--- src/rtl/gray_line_sequencer.sv ---
// Camera front-end sequencer for the 3x3 line-buffer filter.
// Turns raw vsync/href into frame/line strobes and row flags. It also measures the
// active line width from line 0 and flags frames whose lines differ in width.
// gray_en is a valid-only qualifier for gray_data: the filter always accepts the
// pixel in that cycle, and there is no ready or backpressure path.
module gray_line_sequencer #(
  parameter logic VS_POL = 1'b1,
  parameter int   DEF_H  = 640,
  parameter int   CNT_W  = 11
) (
  input  logic             clk,
  input  logic             rst_n,
  input  logic             cam_vsync,
  input  logic             cam_href,
  input  logic             cam_pix_en,
  input  logic [7:0]       cam_pix,
  input  logic [15:0]      cmos_v,
  output logic             pic_start,
  output logic             href_start,
  output logic             href_end,
  output logic             first_href,
  output logic             second_href,
  output logic             last_href,
  output logic             gray_en,
  output logic [7:0]       gray_data,
  output logic [15:0]      cmos_h,
  output logic [CNT_W-1:0] line_cnt,
  output logic             width_err,
  output logic             frame_done,
  output logic [2:0]       dbg_state
);

  typedef enum logic [2:0] {IDLE, VS, GAP, LINE, DONE} state_t;

  localparam logic [15:0] LC_MAX = 16'((32'd1 << CNT_W) - 32'd1);

  // Two-stage input capture; edges are taken between the stages.
  logic       vs_s1_q, vs_s2_q, href_s1_q, href_s2_q, pen_s1_q;
  logic [7:0] pix_s1_q;

  state_t           state_q, state_d;
  logic             pic_start_q, pic_start_d, href_start_q, href_start_d;
  logic             href_end_q, href_end_d, frame_done_q, frame_done_d;
  logic             first_q, first_d, second_q, second_d, last_q, last_d;
  logic             gray_en_q, gray_en_d, width_err_q, width_err_d;
  logic [7:0]       gray_data_q, gray_data_d;
  logic [15:0]      cmos_h_q, cmos_h_d, pix_cnt_q, pix_cnt_d;
  logic [15:0]      started_q, started_d, cur_idx_q, cur_idx_d;
  logic [CNT_W-1:0] line_cnt_q, line_cnt_d;

  logic vs_edge, vs_inact, href_rise, href_fall;

  assign vs_edge   = (vs_s1_q == VS_POL) && (vs_s2_q != VS_POL);
  assign vs_inact  = (vs_s1_q != VS_POL);
  assign href_rise = href_s1_q && !href_s2_q;
  assign href_fall = !href_s1_q && href_s2_q;

  // Input capture stages; vsync resets to its inactive level.
  always_ff @(posedge clk) begin
    if (!rst_n) begin
      vs_s1_q   <= ~VS_POL;
      vs_s2_q   <= ~VS_POL;
      href_s1_q <= 1'b0;
      href_s2_q <= 1'b0;
      pen_s1_q  <= 1'b0;
      pix_s1_q  <= 8'd0;
    end else begin
      vs_s1_q   <= cam_vsync;
      vs_s2_q   <= vs_s1_q;
      href_s1_q <= cam_href;
      href_s2_q <= href_s1_q;
      pen_s1_q  <= cam_pix_en;
      pix_s1_q  <= cam_pix;
    end
  end

  // Frame/line FSM plus the counters and flags it steers.
  always_comb begin
    state_d      = state_q;
    pic_start_d  = 1'b0;
    href_start_d = 1'b0;
    href_end_d   = 1'b0;
    frame_done_d = 1'b0;
    first_d      = first_q;
    second_d     = second_q;
    last_d       = last_q;
    width_err_d  = width_err_q;
    cmos_h_d     = cmos_h_q;
    pix_cnt_d    = pix_cnt_q;
    started_d    = started_q;
    cur_idx_d    = cur_idx_q;
    line_cnt_d   = line_cnt_q;
    gray_data_d  = pix_s1_q;
    if (vs_edge) begin
      // Frame start overrides everything, including a coincident href fall.
      state_d     = VS;
      pic_start_d = 1'b1;
      first_d     = 1'b0;
      second_d    = 1'b0;
      last_d      = 1'b0;
      width_err_d = 1'b0;
      pix_cnt_d   = 16'd0;
      started_d   = 16'd0;
      cur_idx_d   = 16'd0;
      line_cnt_d  = '0;
    end else begin
      case (state_q)
        VS: if (vs_inact) state_d = GAP;
        GAP: begin
          if (href_rise) begin
            state_d      = LINE;
            href_start_d = 1'b1;
            first_d      = (started_q == 16'd0);
            second_d     = (started_q == 16'd1);
            last_d       = ({1'b0, started_q} + 17'd1) >= {1'b0, cmos_v};
            line_cnt_d   = (started_q > LC_MAX) ? '1 : started_q[CNT_W-1:0];
            cur_idx_d    = started_q;
            started_d    = (started_q == 16'hFFFF) ? started_q : started_q + 16'd1;
            pix_cnt_d    = {15'd0, pen_s1_q};
          end
        end
        LINE: begin
          if (href_fall) begin
            href_end_d = 1'b1;
            if (cur_idx_q == 16'd0) cmos_h_d = pix_cnt_q;
            else if (pix_cnt_q != cmos_h_q) width_err_d = 1'b1;
            if (({1'b0, cur_idx_q} + 17'd1) == {1'b0, cmos_v}) begin
              state_d      = DONE;
              frame_done_d = 1'b1;
            end else begin
              state_d = GAP;
            end
          end else if (pen_s1_q && (pix_cnt_q != 16'hFFFF)) begin
            pix_cnt_d = pix_cnt_q + 16'd1;
          end
        end
        default: state_d = state_q;
      endcase
    end
    // Pixels only pass while a line is (or stays) active.
    gray_en_d = pen_s1_q && (state_d == LINE);
  end

  // State and output registers.
  always_ff @(posedge clk) begin
    if (!rst_n) begin
      state_q      <= IDLE;
      pic_start_q  <= 1'b0;
      href_start_q <= 1'b0;
      href_end_q   <= 1'b0;
      frame_done_q <= 1'b0;
      first_q      <= 1'b0;
      second_q     <= 1'b0;
      last_q       <= 1'b0;
      gray_en_q    <= 1'b0;
      gray_data_q  <= 8'd0;
      width_err_q  <= 1'b0;
      cmos_h_q     <= 16'(DEF_H);
      pix_cnt_q    <= 16'd0;
      started_q    <= 16'd0;
      cur_idx_q    <= 16'd0;
      line_cnt_q   <= '0;
    end else begin
      state_q      <= state_d;
      pic_start_q  <= pic_start_d;
      href_start_q <= href_start_d;
      href_end_q   <= href_end_d;
      frame_done_q <= frame_done_d;
      first_q      <= first_d;
      second_q     <= second_d;
      last_q       <= last_d;
      gray_en_q    <= gray_en_d;
      gray_data_q  <= gray_data_d;
      width_err_q  <= width_err_d;
      cmos_h_q     <= cmos_h_d;
      pix_cnt_q    <= pix_cnt_d;
      started_q    <= started_d;
      cur_idx_q    <= cur_idx_d;
      line_cnt_q   <= line_cnt_d;
    end
  end

  assign pic_start   = pic_start_q;
  assign href_start  = href_start_q;
  assign href_end    = href_end_q;
  assign frame_done  = frame_done_q;
  assign first_href  = first_q;
  assign second_href = second_q;
  assign last_href   = last_q;
  assign gray_en     = gray_en_q;
  assign gray_data   = gray_data_q;
  assign width_err   = width_err_q;
  assign cmos_h      = cmos_h_q;
  assign line_cnt    = line_cnt_q;
  assign dbg_state   = state_q;

endmodule

--- config.mk ---
export PLATFORM = sky130hd
export DESIGN_NAME = gray_line_sequencer
export DESIGN_NICKNAME = d
export VERILOG_FILES = /design/src/rtl/gray_line_sequencer.sv
export SDC_FILE = /design/constraint.sdc
export NUM_CORES = 1
export LEC_CHECK = 0
export BUFFER_PORTS_ARGS = -buffer_cell sky130_fd_sc_hd__clkbuf_2
export CAP_MARGIN = 30
export CELL_PAD_IN_SITES_DETAIL_PLACEMENT = 1
export CELL_PAD_IN_SITES_GLOBAL_PLACEMENT = 2
export CORE_MARGIN = 1
export CORE_UTILIZATION = 30
export CTS_CLUSTER_DIAMETER = 150
export CTS_CLUSTER_SIZE = 28
export DETAILED_ROUTE_END_ITERATION = 8
export HOLD_SLACK_MARGIN = 0.08
export PLACE_DENSITY = 0.76
export SETUP_SLACK_MARGIN = 0.4
export SLEW_MARGIN = 0
export SYNTH_ARGS = -nofsm -noshare
export SYNTH_HDL_FRONTEND = slang
export SYNTH_SLANG_ARGS = --single-unit
--- constraint.sdc ---
create_clock -name clk -period 3.75 [get_ports clk]
set_input_delay 0.1875 -clock clk [delete_from_list [all_inputs] [get_ports clk]]
set_output_delay 0.1875 -clock clk [all_outputs]
set_load 0.05 [all_outputs]
==> out/qor.yml, run 1 <==
cts:
  clock-sinks: 108
  clk_root_buffer_cell: "clkbuf_16"
  cts_max_level: 3
  clk_latency_ns: 0.35
  cts_max_path_buffers: 2
  cts_tree: "built"
  clk_pin_slew_worst_paths_ns: 0.07
  cts_buffers: 9
detailed_routing:
  wl_mm: 15.23
  drc: 0
  vias: 4591
  antenna_left: 0
  vias_per_cell: 4.996
  first_pass_iters: 4
  wl_per_cell_um: 16.57
  first_iter_violations: 146
yosys:
  ys.warnings.count: 0
  avgSynthCellArea_sq_um: 8.732
  ys_ff_latch: 108
  synth_nets: 671
  yosysTopAreaCell: "dfxtp_1"
  syn-instance-count: 620
  synth_cell_type_count: 57
  synth-edff-count: 0
  async_reset_ff_share_pct: 0
  syn_area_sq_um: 5414
  synth.area.top_cells: "dfxtp_1 (40%), xor2_1 (7.4%), xnor2_1 (5.5%)"
  synth_xor_area_share_pct: 12.94
  synth_compound_area_share_pct: 11.69
  synth_top_family_by_area: "simple AND/OR/NAND/NOR gates"
  yosysSeqAreaShare_pct: 39.94
  synth_top_area_share_pct: 39.94
  synth_mux_area_share_pct: 3.143
  synthSimpleGateAreaFrac_pct: 22.86
  synth-adder-area-share_pct: 5.084
  ys.flop_type: "dfxtp_1"
grt:
  grtUsageTotal_pct: 17.69
  antenna_found_initial: 0
  grt_max_degree: 46
  first_global_vias: 4949
  grt_first_pass_wirelength_mm: 25.35
  overflow: 0
setup_path:
  arrival_ns: 3.33
  critPathMaxFanout: 6
  critPathKind: "flip-flop to flip-flop"
  worst_setup_path_end_kind: "flip-flop"
  cp.required_ns: 3.98
  critPathLaunchType: "flip-flop"
timing:
  holdWs_ns: 0.3663
  relSlewSlack_pct: 50.89
  setup_violations: 0
  finClkSkew_ns: 0.008126
  rsz0062_at_grt: "no"
  fin_tns_setup_ns: 0
  layout_min_cycle_time_ns: 3.106
  tightestPinTransition_ns: 0.7310
  hold_violations: 0
  slew_viol_final: 0
  fin_ws_ns: 0.6437
  period_share_pct: 82.84
  fmax_ghz: 0.3219
pwr:
  p_clk_share_pct: 43.9
  p_sw_share_pct: 23.02
  p_seq_share_pct: 49.9
  p_per_area_nw_per_um2: 365.2
  ir_drop_v: 0.0002304
  internal_power_mw: 1.803
  power.switching_mw: 0.5393
  p_leak_nw: 2.633
  power_frac_comb_pct: 6.3
placement:
  routabilityCongestion: 0.8254
  dp_hpwl_mm: 11.35
  dpl_worst_slack_ns: 0.4930
  portBuffers: 75
layout:
  final_nets: 740
  drive_gt1_share_pct: 15.85
  multiInputGateArea_sq_um: 3019
  antenna_cells: 0
  regArea_sq_um: 2163
  fillCellCount: 2067
  synthToLayoutAreaGrowth_pct: 18.49
  final_core_util_pct: 36.71
floorplan:
  die_area_sq_um: 18590
  die_x_um: 136.3
  die_y_um: 136.3
  num_rows: 48
  design.core.area_sq_um: 17480
  ios: 76
  start_util_pct: 30.98
hold_path:
  hold_class: "primary input to flip-flop"
outcome:
  status: "finished, final reports clean"
job:
  max_cap_violations: 0
-- final cells by class --
type	instances	share of cell area [%]
clock buffer	11	3.628
sequential	108	33.72
clock inverter	5	1.346
tap	225	4.389
timing repair buffer	93	8.387
inverter	25	1.463
multi-input combinational	452	47.06
-- metal layers --
layer / global-route usage [%] / up-vias / wire, um
li1: - / 2274 / -
met1: 22.44 / 2228 / 7125
met2: 29.41 / 73 / 7201
met3: 3.691 / 16 / 626
met4: 6.358 / 0 / 273
met5: 0 / - / 0
-- metrics by stage --
stage | instances | power (mW) | instance area [sq um]
floorplan | 620 | 1.282 | 5414
global placement | 889 | 1.329 | 5959
detailed placement | 889 | 1.333 | 5959
CTS | 916 | 2.381 | 6389
global route | 919 | 2.433 | 6415
finish | 919 | 2.343 | 6415
-- repair_timing --
action                     in CTS  in global routing
hold buffers                   11                  0
hold endpoints to repair       11                  0
gates resized for setup         0                  2
setup endpoints to repair       0                  1
buffers inserted                0                  3
-- final timing paths --
path,to,cells past startpoint,start,slack [ns]
max,last_href$_SDFFE_PP0P_,13,started_q[1]$_SDFFE_PP0P_,0.64
min,last_href$_SDFFE_PP0P_,5,cmos_v[9],0.37
max reg2reg,last_href$_SDFFE_PP0P_,13,started_q[1]$_SDFFE_PP0P_,0.64
min reg2reg,gray_data[7]$_SDFF_PN0_,1,gray_data_d[7]$_SDFF_PN0_,0.44
-- state kept, by name (all words and copies together) (netlist names), 3 cells and up --
signal,flops
cur_idx_q,16
gray_data,8
cmos_h,16
dbg_state,3
pix_cnt_q,16
gray_data_d,8
started_q,16
line_cnt,11
-- placed cells by master (no fill, tap or decap), types with 5 or more instances in the layout --
cell           synthesis  final
nor2b_1               20     20
a2111oi_0              5      5
xor2_1                46     46
buf_4                  1      7
and3_1                 9      9
nor4_1                10     10
clkbuf_16              0      9
ha_1                  22     22
nand2_1               66     66
xnor2_1               34     34
dfxtp_1              108    107
and4_1                 6      6
dlygate4sd3_1          0     11
o221a_2                6      6
nand4_1               13     13
and2_1                27     27
clkbuf_2               0     75
nor2_1                53     52
mux2i_1               17     17
a21oi_1               30     30
nor3_1                 8      8
inv_1                 25     25
nand3_1               16     16
o211ai_1               6      6
o21ai_0                7      7
-- power by group through the flow --
stage	sequential, mW	combinational [mW]	clock [mW]
floorplan	1.22	0.0659	0
global placement	1.19	0.135	0
detailed placement	1.20	0.138	0
CTS	1.17	0.148	1.06
global route	1.17	0.161	1.10
finish	1.17	0.147	1.03
-- worst max-delay path, cell delays in order, from the launching register on --
cell and delay (ns):
dfxtp_1 0.43, ha_1 0.26, and4_1 0.29, nand4_1 0.23
buf_4 0.22, nor2_1 0.20, xor2_1 0.17, ha_1 0.26
nand3_1 0.07, nor2_1 0.06, a21oi_1 0.12, o211ai_1 0.13
a2111oi_0 0.45, nor2_1 0.09
-- kinds of logic after synthesis --
logic type,Yosys count
multiplexers,17
AO/OA/AOI/OAI,89
buffers and inverters,60
AND/OR/NAND/NOR,244
flip-flops,108
XOR/XNOR,80
adder cells (fa/ha/maj),22
-- Yosys cell counts (5+ instances only) --
cell type and instances:
nand2_1 66, a21oi_1 30, nor4_1 10, clkbuf_1 26, o221a_2 6, a2111oi_0 5
mux2i_1 17, nand3_1 16, and3_1 9, nor2b_1 20, ha_1 22, o211ai_1 6
inv_1 25, nand4_1 13, nor2_1 53, xor2_1 46, o21ai_0 7, buf_2 5
and2_1 27, and4_1 6, nor3_1 8, xnor2_1 34, dfxtp_1 108
Power figures use the tool's default switching activity.
==> inputs of run 2 (changes only) <==
==> constraint.sdc (replaced) <==
create_clock -name clk -period 3.23 [get_ports clk]
set_input_delay 0.1615 -clock clk [delete_from_list [all_inputs] [get_ports clk]]
set_output_delay 0.1615 -clock clk [all_outputs]
set_load 0.05 [all_outputs]
==> run 2 against run 1 <==
- flip-flop and latch count did not move
- routed wire length rose by 0.72%
- total power rose by 18%
- clock power rose by 20%
- combinational power rose by 16%
- core utilization rose by 0.72 points
- first-iteration DRC count rose by 1.4%
- via count rose by 1.0%
- critical path type unchanged
==> out/qor.yml, run 2 (synthesized netlist as in run 1, its figures left out) <==
outcome:
  status: "finished, final reports clean"  # unchanged
pwr:
  p_per_area_nw_per_um2: 423.1  # was 365.2 nW/um^2
  p_seq_share_pct: 48.9  # was 49.9%
  power_frac_comb_pct: 6.2  # was 6.3%
  p_leak_nw: 2.689  # was 2.633 nW
  power.switching_mw: 0.6667  # was 0.5393 mW
  internal_power_mw: 2.101  # was 1.803 mW
  p_clk_share_pct: 44.9  # was 43.9%
  p_sw_share_pct: 24.09  # was 23.02%
  ir_drop_v: 0.0002522  # was 0.0002304 V
setup_path:
  slowest_stage: "dfxtp_4"  # was a2111oi_0
  r2r_start: "started_q[0]$_SDFFE_PP0P_"  # was started_q[1]$_SDFFE_PP0P_
  worstRegToRegCells: 13  # unchanged
  critPathKind: "flip-flop to flip-flop"  # unchanged
  timing.rr.end: "last_href$_SDFFE_PP0P_"  # unchanged
  cp.required_ns: 3.53  # was 3.98 ns
  ff2ff_setup_slack_ns: 0.61  # was 0.64 ns
  worst_setup_path_end_kind: "flip-flop"  # unchanged
  arrival_ns: 2.92  # was 3.33 ns
  critPathLaunchType: "flip-flop"  # unchanged
  cpPeakStageDelay_ns: 0.39  # was 0.45 ns
  critPathMaxFanout: 6  # unchanged
  cp.buffers_inverters: 2  # was 1
  crit_chain: "ha_4 > and4_4 > nand4_1 > buf_4 > xnor2_1 > ha_1 > nand4_1 > nor3_1 > a21oi_1 > o211ai_1 > buf_4 > o221ai_1 > nor2_1"  # was ha_1 > and4_1 > nand4_1 > buf_4 > nor2_1 > xor2_1 > ha_1 > nand3_1 > nor2_1 > a21oi_1 > o211ai_1 > a2111oi_0 > nor2_1
  cpLargestDelayFamily: "simple AND/OR/NAND/NOR gates"  # unchanged
detailed_routing:
  wl_per_cell_um: 16.54  # was 16.57 um
  wl_met3_um: 551  # was 626 um
  drt-met1-wl_mm: 7.206  # was 7.125 mm
  vias_per_cell: 5.003  # was 4.996
  top_layer: "met4"  # unchanged
  wl_met2_mm: 7.383  # was 7.201 mm
  drc: 0  # unchanged
  first_iter_violations: 148  # was 146
  antenna_left: 0  # unchanged
  wl_mm: 15.34  # was 15.23 mm
  first_pass_iters: 4  # unchanged
  vias: 4638  # was 4591
timing:
  fin_tns_setup_ns: 0  # unchanged
  tightestPinTransition_ns: 0.7554  # was 0.7310 ns
  finClkSkew_ns: 0.01024  # was 0.008126 ns
  layout_min_cycle_time_ns: 2.623  # was 3.106 ns
  relSlewSlack_pct: 49.25  # was 50.89%
  setup_violations: 0  # unchanged
  fin_ws_ns: 0.6071  # was 0.6437 ns
  period_share_pct: 81.20  # was 82.84%
  fmax_ghz: 0.3813  # was 0.3219 GHz
  slew_viol_final: 0  # unchanged
  rsz0062_at_grt: "no"  # unchanged
  hold_violations: 0  # unchanged
job:
  max_cap_violations: 0  # unchanged
grt:
  antenna_found_initial: 0  # unchanged
  first_global_vias: 4658  # was 4949
  overflow: 0  # unchanged
  grt_max_degree: 46  # unchanged
  grtUsageTotal_pct: 17.13  # was 17.69%
  grt_first_pass_wirelength_mm: 24.34  # was 25.35 mm
floorplan:
  die_y_um: 136.3  # unchanged
  die_area_sq_um: 18590  # unchanged
  num_rows: 48  # unchanged
  start_util_pct: 30.98  # unchanged
  ios: 76  # unchanged
  die_x_um: 136.3  # unchanged
  design.core.area_sq_um: 17480  # unchanged
layout:
  final_nets: 748  # was 740
  synthToLayoutAreaGrowth_pct: 20.82  # was 18.49%
  layout_common_cells: "dfxtp_1 (99), clkbuf_2 (75), nand2_1 (66), nor2_1 (50), xor2_1 (46)"  # was dfxtp_1 (107), clkbuf_2 (75), nand2_1 (66), nor2_1 (52), xor2_1 (46)
  layout_commonest_cell: "dfxtp_1"  # unchanged
  stdcell_count: 927  # was 919
  antenna_cells: 0  # unchanged
  drive_gt1_share_pct: 19.23  # was 15.85%
placement:
  dp_hpwl_mm: 11.34  # was 11.35 mm
  dpl_worst_slack_ns: 0.1985  # was 0.4930 ns
  dp_cells: 891  # was 889
  routabilityCongestion: 0.7846  # was 0.8254
  portBuffers: 75  # unchanged
cts:
  clock-sinks: 108  # unchanged
  cts_max_path_buffers: 2  # unchanged
  clk_latency_ns: 0.36  # was 0.35 ns
  clk_pin_slew_worst_paths_ns: 0.08  # was 0.07 ns
  cts_buffers: 9  # unchanged
  cts_max_level: 3  # unchanged
  cts_tree: "built"  # unchanged
  clk_root_buffer_cell: "clkbuf_16"  # unchanged
hold_path:
  worstHoldPathCells: 5  # unchanged
  worstHoldEndpoint: "last_href$_SDFFE_PP0P_"  # unchanged
  worstHoldStart: "cmos_v[9]"  # unchanged
  hold_class: "primary input to flip-flop"  # unchanged
-- run 2: cell type report --
| class | count | area [sq um] |
|---|---|---|
| Fill cell | 2025 | 10940 |
| Tap cell | 225 | 281.5 |
| Timing Repair Buffer | 101 | 598.1 |
| Clock buffer | 9 | 225.2 |
| Sequential cell | 108 | 2178 |
| Multi-Input combinational cell | 452 | 3060 |
| Clock inverter | 7 | 103.9 |
| Inverter | 25 | 93.84 |
-- run 2: stage by stage --
step / utilization (%) / cell area [sq um] / hold WS, ns / power [mW]
after floorplan: - / 5415 / 0.2888 / 1.489
after global placement: 34.19 / 5976 / 0.3673 / 1.543
after detailed placement: 34.19 / 5976 / 0.3730 / 1.546
after CTS: 36.76 / 6425 / 0.3310 / 2.805
after global routing: 37.43 / 6541 / 0.3647 / 2.866
final: 37.43 / 6541 / 0.3209 / 2.768
-- run 2: what timing repair did --
item                                   4_1_cts  5_1_grt
gates resized for setup                      4       19
pin swaps                                    1       10
hold buffers                                11        0
endpoints found under the hold margin       11        0
setup endpoints to repair                    1        1
setup buffers                                0        9
-- run 2: layer usage --
metal	vias up	GRT usage, %
met5	-	0
met4	0	5.802
met3	13	3.579
met2	65	28.48
met1	2285	21.83
li1	2275	-
-- run 2: power by group through the flow --
stage          Clock, mW  Sequential (mW)  Combinational (mW)
2_1_floorplan          0             1.41              0.0765
6_report            1.24             1.35               0.170
5_1_grt             1.32             1.36               0.187
3_3_place_gp           0             1.39               0.157
4_1_cts             1.28             1.35               0.171
3_5_place_dp           0             1.39               0.159
-- run 2: tightest hold or removal path: cells and delay by family --
family / cells / cell delay [ns]
AO/OA/AOI/OAI: 1 / 0.06
adder cells (fa/ha/maj): 1 / 0.15
AND/OR/NAND/NOR: 1 / 0.09
buffers and inverters: 2 / 0.17
-- run 2: how the worst max path moves through the flow --
stage | startpoint | end | slack (ns) | cells after the start
3_3_place_gp | started_q[0]$_SDFFE_PP0P_ | last_href$_SDFFE_PP0P_ | 0.31 | 12
4_1_cts | started_q[0]$_SDFFE_PP0P_ | last_href$_SDFFE_PP0P_ | 0.40 | 12
2_1_floorplan | started_q[0]$_SDFFE_PP0P_ | last_href$_SDFFE_PP0P_ | 0.47 | 12
3_5_place_dp | started_q[0]$_SDFFE_PP0P_ | last_href$_SDFFE_PP0P_ | 0.20 | 12
5_1_grt | started_q[0]$_SDFFE_PP0P_ | last_href$_SDFFE_PP0P_ | 0.40 | 12
6_report | started_q[0]$_SDFFE_PP0P_ | last_href$_SDFFE_PP0P_ | 0.61 | 13
